===== config.mk =====
export PLATFORM = sky130hd
export DESIGN_NAME = apu_frame_seq
export DESIGN_NICKNAME = d
export VERILOG_FILES = /design/src/rtl/apu_pkg.sv /design/src/rtl/apu_frame_seq.sv
export SDC_FILE = /design/constraint.sdc
export NUM_CORES = 1
export LEC_CHECK = 0
export BUFFER_PORTS_ARGS = -buffer_cell sky130_fd_sc_hd__buf_2
export CORE_UTILIZATION = 54
export DETAILED_ROUTE_END_ITERATION = 8
export GPL_ROUTABILITY_DRIVEN = 0
export GPL_TIMING_DRIVEN = 0
export HOLD_SLACK_MARGIN = 0.03
export PLACE_DENSITY_LB_ADDON = 0.05
export SETUP_SLACK_MARGIN = 0.2
export SYNTH_ARGS = -nofsm -noshare
export SYNTH_HDL_FRONTEND = slang
export SYNTH_SLANG_ARGS = --single-unit
export TNS_END_PERCENT = 100

===== constraint.sdc =====
create_clock -name clk -period 2.08 [get_ports clk]
set_clock_uncertainty 0.05 [all_clocks]
set_input_delay 0.416 -clock clk [delete_from_list [all_inputs] [get_ports clk]]
set_output_delay 0.416 -clock clk [all_outputs]
set_load 0.05 [all_outputs]

===== src/rtl/apu_pkg.sv =====
// Shared APU constants: frame-sequencer default step reloads and event masks.
package apu_pkg;

  localparam int APU_CNT_W = 12;
  localparam int APU_NSTEP = 5;

  typedef logic [APU_NSTEP-1:0] step_mask_t;
  typedef logic [APU_CNT_W-1:0] frame_cnt_t;

  localparam frame_cnt_t APU_LOAD [APU_NSTEP] =
    '{12'd3727, 12'd3727, 12'd3728, 12'd3728, 12'd3725};

  localparam step_mask_t APU_QMASK0 = 5'b01111;
  localparam step_mask_t APU_HMASK0 = 5'b01010;
  localparam step_mask_t APU_QMASK1 = 5'b10111;
  localparam step_mask_t APU_HMASK1 = 5'b10010;

endpackage


===== src/rtl/apu_frame_seq.sv =====
// APU frame sequencer: tick-enabled step down-counter producing quarter/half-frame
// pulses and the frame interrupt flag, with restart on frame-control writes.
module apu_frame_seq
  import apu_pkg::*;
#(
  parameter int               CNT_W    = APU_CNT_W,
  parameter int               NSTEP    = APU_NSTEP,
  parameter int               STEPS0   = 4,
  parameter int               STEPS1   = 5,
  parameter logic [CNT_W-1:0] LOAD [NSTEP] = APU_LOAD,
  parameter logic [NSTEP-1:0] QMASK0   = APU_QMASK0,
  parameter logic [NSTEP-1:0] HMASK0   = APU_HMASK0,
  parameter logic [NSTEP-1:0] QMASK1   = APU_QMASK1,
  parameter logic [NSTEP-1:0] HMASK1   = APU_HMASK1,
  parameter int               IRQ_STEP = STEPS0 - 1
) (
  input  logic                     clk,
  input  logic                     n_reset,
  input  logic                     tick,
  input  logic                     wr,
  input  logic                     wr_mode,
  input  logic                     wr_inhibit,
  input  logic                     stat_rd,
  output logic                     qframe,
  output logic                     hframe,
  output logic                     irq_flag,
  output logic                     irq_n,
  output logic                     mode,
  output logic [$clog2(NSTEP)-1:0] step
);

  localparam int STEP_W = $clog2(NSTEP);
  localparam logic [STEP_W-1:0] LAST0    = STEP_W'(STEPS0 - 1);
  localparam logic [STEP_W-1:0] LAST1    = STEP_W'(STEPS1 - 1);
  localparam logic [STEP_W-1:0] IRQ_IDX  = STEP_W'(IRQ_STEP);
  localparam logic [STEP_W-1:0] STEP_ONE = STEP_W'(1);
  localparam logic [STEP_W-1:0] STEP_NIL = {STEP_W{1'b0}};
  localparam logic [CNT_W-1:0]  CNT_ONE  = CNT_W'(1);
  localparam logic [CNT_W-1:0]  CNT_NIL  = {CNT_W{1'b0}};

  logic [CNT_W-1:0]  cnt_r, cnt_nxt_s;
  logic [STEP_W-1:0] step_r, step_nxt_s, last_s;
  logic [NSTEP-1:0]  qmask_s, hmask_s;
  logic              mode_r, mode_nxt_s;
  logic              inhibit_r, inhibit_nxt_s;
  logic              pend_r, pend_nxt_s;
  logic              irq_r, irq_nxt_s;
  logic              q_r, q_nxt_s;
  logic              h_r, h_nxt_s;
  logic              expire_s, irq_set_s, irq_clr_s;

  // Next-state: restart beats expiry; a write only arms the restart for a later tick.
  always_comb begin
    cnt_nxt_s     = cnt_r;
    step_nxt_s    = step_r;
    mode_nxt_s    = mode_r;
    inhibit_nxt_s = inhibit_r;
    pend_nxt_s    = pend_r;
    irq_nxt_s     = irq_r;
    q_nxt_s       = 1'b0;
    h_nxt_s       = 1'b0;
    qmask_s       = mode_r ? QMASK1 : QMASK0;
    hmask_s       = mode_r ? HMASK1 : HMASK0;
    last_s        = mode_r ? LAST1  : LAST0;
    expire_s      = tick && !pend_r && (cnt_r == CNT_NIL);

    if (tick && pend_r) begin
      cnt_nxt_s  = LOAD[0];
      step_nxt_s = STEP_ONE;
      pend_nxt_s = 1'b0;
      q_nxt_s    = mode_r;
      h_nxt_s    = mode_r;
    end else if (expire_s) begin
      q_nxt_s   = qmask_s[step_r];
      h_nxt_s   = hmask_s[step_r];
      cnt_nxt_s = LOAD[step_r];
      // ">=" also catches a stale step left over from a longer mode
      if (step_r >= last_s) begin
        step_nxt_s = STEP_NIL;
      end else begin
        step_nxt_s = step_r + STEP_ONE;
      end
    end else if (tick) begin
      cnt_nxt_s = cnt_r - CNT_ONE;
    end else begin
      cnt_nxt_s = cnt_r;
    end

    if (wr) begin
      mode_nxt_s    = wr_mode;
      inhibit_nxt_s = wr_inhibit;
      pend_nxt_s    = 1'b1;
    end else begin
      mode_nxt_s    = mode_r;
      inhibit_nxt_s = inhibit_r;
    end

    irq_set_s = expire_s && !mode_r && !inhibit_r && (step_r == IRQ_IDX);
    irq_clr_s = stat_rd || inhibit_r || (wr && wr_inhibit);
    if (irq_set_s) begin
      irq_nxt_s = 1'b1;
    end else if (irq_clr_s) begin
      irq_nxt_s = 1'b0;
    end else begin
      irq_nxt_s = irq_r;
    end
  end

  // State and output registers.
  always_ff @(posedge clk or negedge n_reset) begin
    if (!n_reset) begin
      cnt_r     <= CNT_NIL;
      step_r    <= STEP_NIL;
      mode_r    <= 1'b0;
      inhibit_r <= 1'b0;
      pend_r    <= 1'b0;
      irq_r     <= 1'b0;
      q_r       <= 1'b0;
      h_r       <= 1'b0;
    end else begin
      cnt_r     <= cnt_nxt_s;
      step_r    <= step_nxt_s;
      mode_r    <= mode_nxt_s;
      inhibit_r <= inhibit_nxt_s;
      pend_r    <= pend_nxt_s;
      irq_r     <= irq_nxt_s;
      q_r       <= q_nxt_s;
      h_r       <= h_nxt_s;
    end
  end

  assign qframe   = q_r;
  assign hframe   = h_r;
  assign irq_flag = irq_r;
  assign irq_n    = ~irq_r;
  assign mode     = mode_r;
  assign step     = step_r;

endmodule

==> impl_metrics.env, run 1 <==
export IMPL_netSwitchingPower_uw=199
export IMPL_n_fill_cell=200
export IMPL_power_per_cell_area_mw_per_mm2=498
export IMPL_chipHeight_um=50.6
export IMPL_clock_power_share=0.258
export IMPL_path_max_fanout=5
export IMPL_hold_viol=0
export IMPL_p_sw_frac=0.269
export IMPL_timing_fmax_mhz=539
export IMPL_synthesis_area_mm2=0.00128
export IMPL_grt_antenna_before_repair=0
export IMPL_via_per_inst=5.83
export IMPL_max_cap_viols=0
export IMPL_critPathRequiredTime_ns=2.23
export IMPL_synthTopCellsByCount="21 x sky130_fd_sc_hd__dfrtp_1, 13 x sky130_fd_sc_hd__nand2_1, 10 x sky130_fd_sc_hd__ha_1, 9 x sky130_fd_sc_hd__inv_1"
export IMPL_final_routed_wire_length_divided_by_cell_count_um=14.6
export IMPL_layout_setup_ws_ns=0.224
export IMPL_worstMarginPinSlew_ns=0.466
export IMPL_combPwrFrac=0.158
export IMPL_drc_errors=0
export IMPL_min_period_ns=1.86
export IMPL_htreeDepth=1
export IMPL_chipWidth_um=50.6
export IMPL_final_nets=176
export IMPL_area_growth_pct=16.4
export IMPL_fin_setup_tns_ns=0
export IMPL_start_util=0.577
export IMPL_power_leakage_nw=0.653
export IMPL_ys_seq_area_frac=0.412
export IMPL_drt_first_iter_violations=33
export IMPL_number_of_optimization_iterations_in_the_first_detailed_route_pass=4
export IMPL_clock_buffer_count_from_cts=3
export IMPL_num_vias=1085
export IMPL_postSynthRegisterBits=21
export IMPL_peak_vdd_ir_v=0.000359
export IMPL_clock_path_buffers=2
export IMPL_clock_tree_sinks=21
export IMPL_dp_hpwl_mm=1.93
export IMPL_synth_enable_flop_cells=0
export IMPL_crit_arrival_ns=2.00
export IMPL_worst_skew_pair_late_latency_ns=0.30
export IMPL_yosysWarningCount=0
export IMPL_postSynthCellCount=132
export IMPL_synth_area_per_cell_um2=9.67
export IMPL_dominantRegCellSynth="sky130_fd_sc_hd__dfrtp_1"
export IMPL_maxSlewViolCount=0
export IMPL_layout_cell_share_with_drive_strength_beyond_1=0.241
export IMPL_dp_worst_setup_slack_ns=0.188
export IMPL_yosysMostFrequentCell="sky130_fd_sc_hd__dfrtp_1"
export IMPL_grt_pass1_vias=939
export IMPL_start_kind="flop"
export IMPL_worst_slew_slack_as_a_fraction_of_its_limit=0.688
export IMPL_run_status="completed"
export IMPL_crit_path_kind="flop to flop"
export IMPL_placement_io_buffers=14
export IMPL_root_buffer="sky130_fd_sc_hd__clkbuf_4"
export IMPL_final_period_utilization=0.892
export IMPL_num_rows=17
export IMPL_clk_transition_reported_paths_ns=0.11
export IMPL_critical_path_endpoint_type="flop"
export IMPL_synth_async_reset_ratio=1.00
export IMPL_min_path_type="primary input to flop"
export IMPL_coreArea_mm2=0.00221
export IMPL_grt_start_max_net_pins=22
export IMPL_p_int_uw=541
export IMPL_grt_remaining_overflow=0
export IMPL_power_share_sequential=0.584
export IMPL_tritoncts="done"
export IMPL_syn_nets=149
export IMPL_grt_pass1_wl_mm=4.43
export IMPL_finalSetupViolCount=0
export IMPL_die_outline_area_mm2=0.00256
export IMPL_yosys_cell_types_count=38
export IMPL_antenna_violating_nets_remaining=0
export IMPL_count_of_antenna_diodes_in_the_layout=0
export IMPL_utilization=0.671
export IMPL_grt_use_total=0.235
export IMPL_yosys_area_top_type="sky130_fd_sc_hd__dfrtp_1"
export IMPL_netlist_area_leader_share=0.412
export IMPL_unrepaired_setup_endpoints_after_global_routing="no"
export IMPL_synth_area_top_cells="sky130_fd_sc_hd__dfrtp_1 41%, sky130_fd_sc_hd__ha_1 9.8%, sky130_fd_sc_hd__xor2_1 4.1%, sky130_fd_sc_hd__nand2_1 3.8%, sky130_fd_sc_hd__o21ai_0 3.1%"
export IMPL_fin_hold_ws_ns=0.273
export IMPL_drt_wl_total_mm=2.72
export IMPL_num_io_pins=15
stage by stage:
stage / instance area (um2) / std cells / power, mW
after floorplan: 1280 / 132 / 0.499
after global routing: 1490 / 186 / 0.777
final: 1490 / 186 / 0.740
after CTS: 1420 / 179 / 0.729
after global placement: 1380 / 174 / 0.531
after detailed placement: 1380 / 174 / 0.536
power groups by stage:
stage / sequential (mW) / combinational [mW] / clock, mW
final: 0.432 / 0.117 / 0.191
after global routing: 0.434 / 0.130 / 0.213
after CTS: 0.433 / 0.0967 / 0.199
after detailed placement: 0.441 / 0.0943 / 0
after global placement: 0.440 / 0.0906 / 0
after floorplan: 0.453 / 0.0466 / 0
repair_timing:
action	4_1_cts	5_1_grt
hold endpoints to repair	21	0
buffers inserted	0	6
pin swaps	0	1
setup endpoints to repair	4	7
cloned	0	1
resized for setup	2	5
hold buffers	1	0
flip-flops by register name, indices dropped and copies added (netlist names):
| name | flops |
|---|---|
| cnt_r | 12 |
| pend_r | 1 |
| mode | 1 |
| step | 3 |
| inhibit_r | 1 |
| hframe | 1 |
| irq_flag | 1 |
| qframe | 1 |
cell type report:
type                    instances  area [um2]  area share
multi-input cells              99         712       0.479
flip-flops and latches         21         528       0.356
repair buffers                 22         130      0.0876
well taps                      28        35.0      0.0236
inverters                       9        33.8      0.0227
clock buffers                   4        26.3      0.0177
plain buffers                   3        20.0      0.0135
final timing paths:
check	endpoint	slack (ns)	start	depth (start not counted)
max in group asynchronous	mode	1.10	n_reset	2
max	cnt_r[1]	0.22	cnt_r[0]	7
min in group asynchronous	qframe	0.53	n_reset	2
min reg2reg	irq_flag	0.39	inhibit_r	1
min	mode	0.27	wr_mode	3
max reg2reg	cnt_r[1]	0.22	cnt_r[0]	7
per-layer routing:
metal | GRT usage | up-vias | wire, um
met3 | 0.0576 | 4 | 126
met1 | 0.319 | 523 | 1280
met5 | 0 | - | 0
met2 | 0.371 | 27 | 1280
li1 | - | 531 | -
met4 | 0.0694 | 0 | 27
cells by family after synthesis:
group / count (synthesis) / synth area share
AND/OR/NAND/NOR: 59 / 0.285
XOR/XNOR: 6 / 0.0412
buffers and inverters: 12 / 0.0421
AO/OA/AOI/OAI: 23 / 0.114
flip-flops: 21 / 0.412
multiplexers: 1 / 0.00784
adder cells (fa/ha/maj): 10 / 0.0980
critical path, stage by stage (launching register included):
cell and delay (ns):
sky130_fd_sc_hd__dfrtp_1 0.41, sky130_fd_sc_hd__inv_1 0.09, sky130_fd_sc_hd__ha_2 0.17, sky130_fd_sc_hd__nor4b_4 0.32, sky130_fd_sc_hd__and3_4 0.25, sky130_fd_sc_hd__buf_6 0.12, sky130_fd_sc_hd__nor2_2 0.03, sky130_fd_sc_hd__o32a_1 0.31
cells in the final DEF, fill, tap and decap left out, types with 3 or more instances in the layout:
cell type,synthesis,layout
sky130_fd_sc_hd__a21oi_1,6,6
sky130_fd_sc_hd__buf_2,1,16
sky130_fd_sc_hd__buf_4,0,6
sky130_fd_sc_hd__clkbuf_4,0,3
sky130_fd_sc_hd__dfrtp_1,21,19
sky130_fd_sc_hd__ha_1,10,9
sky130_fd_sc_hd__inv_1,9,7
sky130_fd_sc_hd__nand2_1,13,13
sky130_fd_sc_hd__nand3_1,6,6
sky130_fd_sc_hd__nand3b_1,3,3
sky130_fd_sc_hd__nand4_1,5,5
sky130_fd_sc_hd__nor2_1,8,8
sky130_fd_sc_hd__nor2b_1,4,4
sky130_fd_sc_hd__nor3_1,6,6
sky130_fd_sc_hd__o21ai_0,8,6
sky130_fd_sc_hd__xor2_1,6,6
No activity file was read; power rests on OpenSTA's default activity.
==> run 2: changes to the inputs <==
Settings changed: PLACE_DENSITY set to 0.83, PLACE_DENSITY_LB_ADDON 0.05 to unset.
==> impl_metrics.env, run 2 (synthesis gave the netlist of run 1 again) <==
export IMPL_crit_arrival_ns=1.99
export IMPL_chipHeight_um=50.6
export IMPL_max_ffs_per_register=12
export IMPL_critical_path_endpoint_type="flop"
export IMPL_number_of_optimization_iterations_in_the_first_detailed_route_pass=4
export IMPL_fin_hold_ws_ns=0.263
export IMPL_worst_skew_pair_late_latency_ns=0.30
export IMPL_count_of_antenna_diodes_in_the_layout=0
export IMPL_critical_path_top_delay_family="simple AND/OR/NAND/NOR gates"
export IMPL_final_routed_wire_length_divided_by_cell_count_um=14.2
export IMPL_max_cap_viols=0
export IMPL_clk_transition_reported_paths_ns=0.11
export IMPL_num_vias=1052
export IMPL_worst_slew_slack_as_a_fraction_of_its_limit=0.639
export IMPL_layout_cell_share_with_drive_strength_beyond_1=0.201
export IMPL_run_status="completed"
export IMPL_critical_path_buf_inv_count=2
export IMPL_start_util=0.577
export IMPL_coreArea_mm2=0.00221
export IMPL_timing_fmax_mhz=543
export IMPL_peak_vdd_ir_v=0.000488
export IMPL_chipWidth_um=50.6
export IMPL_clock_tree_sinks=21
export IMPL_crit_path_kind="flop to flop"
export IMPL_placement_io_buffers=14
export IMPL_root_buffer="sky130_fd_sc_hd__clkbuf_4"
export IMPL_dp_hpwl_mm=1.87
export IMPL_min_period_ns=1.84
export IMPL_grt_antenna_before_repair=0
export IMPL_antenna_violating_nets_remaining=0
export IMPL_power_per_cell_area_mw_per_mm2=501
export IMPL_worst_path_largest_cell_delay_ns=0.43
export IMPL_layout_common_cells="19 x sky130_fd_sc_hd__dfrtp_1, 15 x sky130_fd_sc_hd__buf_2, 13 x sky130_fd_sc_hd__nand2_1"
export IMPL_clock_path_buffers=2
export IMPL_drt_first_iter_violations=29
export IMPL_start_kind="flop"
export IMPL_p_sw_frac=0.275
export IMPL_num_io_pins=15
export IMPL_critPathRequiredTime_ns=2.22
export IMPL_fin_setup_tns_ns=0
export IMPL_drt_wl_total_mm=2.58
export IMPL_drc_errors=0
export IMPL_layout_cells_most_common="sky130_fd_sc_hd__dfrtp_1"
export IMPL_critPathSlowestCell="sky130_fd_sc_hd__dfrtp_1"
export IMPL_die_outline_area_mm2=0.00256
export IMPL_power_share_sequential=0.593
export IMPL_grt_pass1_wl_mm=4.46
export IMPL_layout_setup_ws_ns=0.237
export IMPL_hold_viol=0
export IMPL_final_period_utilization=0.886
export IMPL_worst_setup_path_startpoint="cnt_r[0]"
export IMPL_finalSetupViolCount=0
export IMPL_combPwrFrac=0.141
export IMPL_netSwitchingPower_uw=200
export IMPL_crit_chain="inv_1, ha_1, nor4b_4, and3_1, buf_6, nor2_2, o32a_1"
export IMPL_unrepaired_setup_endpoints_after_global_routing="yes"
export IMPL_path_max_fanout=9
export IMPL_largest_register="cnt_r"
export IMPL_grt_use_total=0.233
export IMPL_worstMarginPinSlew_ns=0.540
export IMPL_area_growth_pct=13.7
export IMPL_num_rows=17
export IMPL_min_path_type="primary input to flop"
export IMPL_clock_power_share=0.266
export IMPL_power_leakage_nw=0.645
export IMPL_grt_remaining_overflow=0
export IMPL_grt_start_max_net_pins=22
export IMPL_hold_path_startpoint="wr_mode"
export IMPL_htreeDepth=1
export IMPL_dp_worst_setup_slack_ns=0.270
export IMPL_r2r_start="cnt_r[0]"
export IMPL_tritoncts="done"
export IMPL_grt_pass1_vias=1055
export IMPL_final_nets=172
export IMPL_via_per_inst=5.78
export IMPL_maxSlewViolCount=0
export IMPL_total_power_uw=727
export IMPL_n_fill_cell=183
export IMPL_clock_buffer_count_from_cts=3
export IMPL_p_int_uw=527
-- run 2: cell count changes in the layout (fill, tap and decap cells not counted) --
cell / before / now
sky130_fd_sc_hd__ha_2: 1 / 0
sky130_fd_sc_hd__o21ai_0: 6 / 7
sky130_fd_sc_hd__and3_4: 1 / 0
sky130_fd_sc_hd__ha_1: 9 / 10
sky130_fd_sc_hd__buf_2: 16 / 15
sky130_fd_sc_hd__inv_2: 2 / 0
sky130_fd_sc_hd__buf_4: 6 / 3
sky130_fd_sc_hd__and3_1: 0 / 1
sky130_fd_sc_hd__clkinv_2: 0 / 1
sky130_fd_sc_hd__clkbuf_1: 2 / 1
sky130_fd_sc_hd__inv_1: 7 / 9
sky130_fd_sc_hd__o21ai_1: 2 / 1
-- run 2: cell type report --
class	count	area, um2	area share
buffer	3	20.0	0.0138
multi-input combinational	99	704	0.485
sequential	21	528	0.364
clock inverter	1	5.00	0.00345
inverter	9	33.8	0.0233
timing repair buffer	18	103	0.0707
clock buffer	3	22.5	0.0155
tap	28	35.0	0.0241
-- run 2: per-stage QoR --
step	instances	instance area [um2]	utilization
2_1_floorplan	132	1280	-
3_3_place_gp	174	1380	0.626
3_5_place_dp	174	1380	0.626
4_1_cts	179	1420	0.643
5_1_grt	182	1450	0.656
6_report	182	1450	0.656
-- run 2: worst paths after layout --
path / to / slack (ns) / cells after the start
setup / recovery: cnt_r[1] / 0.24 / 7
hold / removal: mode / 0.26 / 3
setup reg to reg: cnt_r[1] / 0.24 / 7
hold reg to reg: irq_flag / 0.40 / 1
max in group asynchronous: mode / 1.11 / 2
min in group asynchronous: cnt_r[10] / 0.53 / 2
-- run 2: power by group through the flow --
stage               clock network (mW)  logic (mW)  registers [mW]
floorplan                            0      0.0466           0.453
CTS                              0.197      0.0944           0.433
global route                     0.215       0.115           0.432
detailed placement                   0      0.0925           0.441
global placement                     0      0.0900           0.440
finish                           0.193       0.103           0.431
-- run 2: layer usage --
layer  vias to the layer above  GRT usage  part of all wire
met4                         0     0.0880             0.012
met5                         -          0                 0
met3                         4     0.0303             0.035
met1                       505      0.316              0.47
met2                        24      0.378              0.48
li1                        519          -                 -
-- run 2: timing repair --
item | 4_1_cts | 5_1_grt
setup endpoints to repair | 0 | 10
hold buffers | 1 | 0
gates resized for setup | 0 | 2
endpoints found under the hold margin | 21 | 0
buffers inserted | 0 | 3
-- run 2: worst reg2reg max path, stage by stage (launching register included) --
cell,delay (ns)
sky130_fd_sc_hd__dfrtp_1,0.43
sky130_fd_sc_hd__inv_1,0.10
sky130_fd_sc_hd__ha_1,0.15
sky130_fd_sc_hd__nor4b_4,0.30
sky130_fd_sc_hd__and3_1,0.23
sky130_fd_sc_hd__buf_6,0.14
sky130_fd_sc_hd__nor2_2,0.04
sky130_fd_sc_hd__o32a_1,0.32
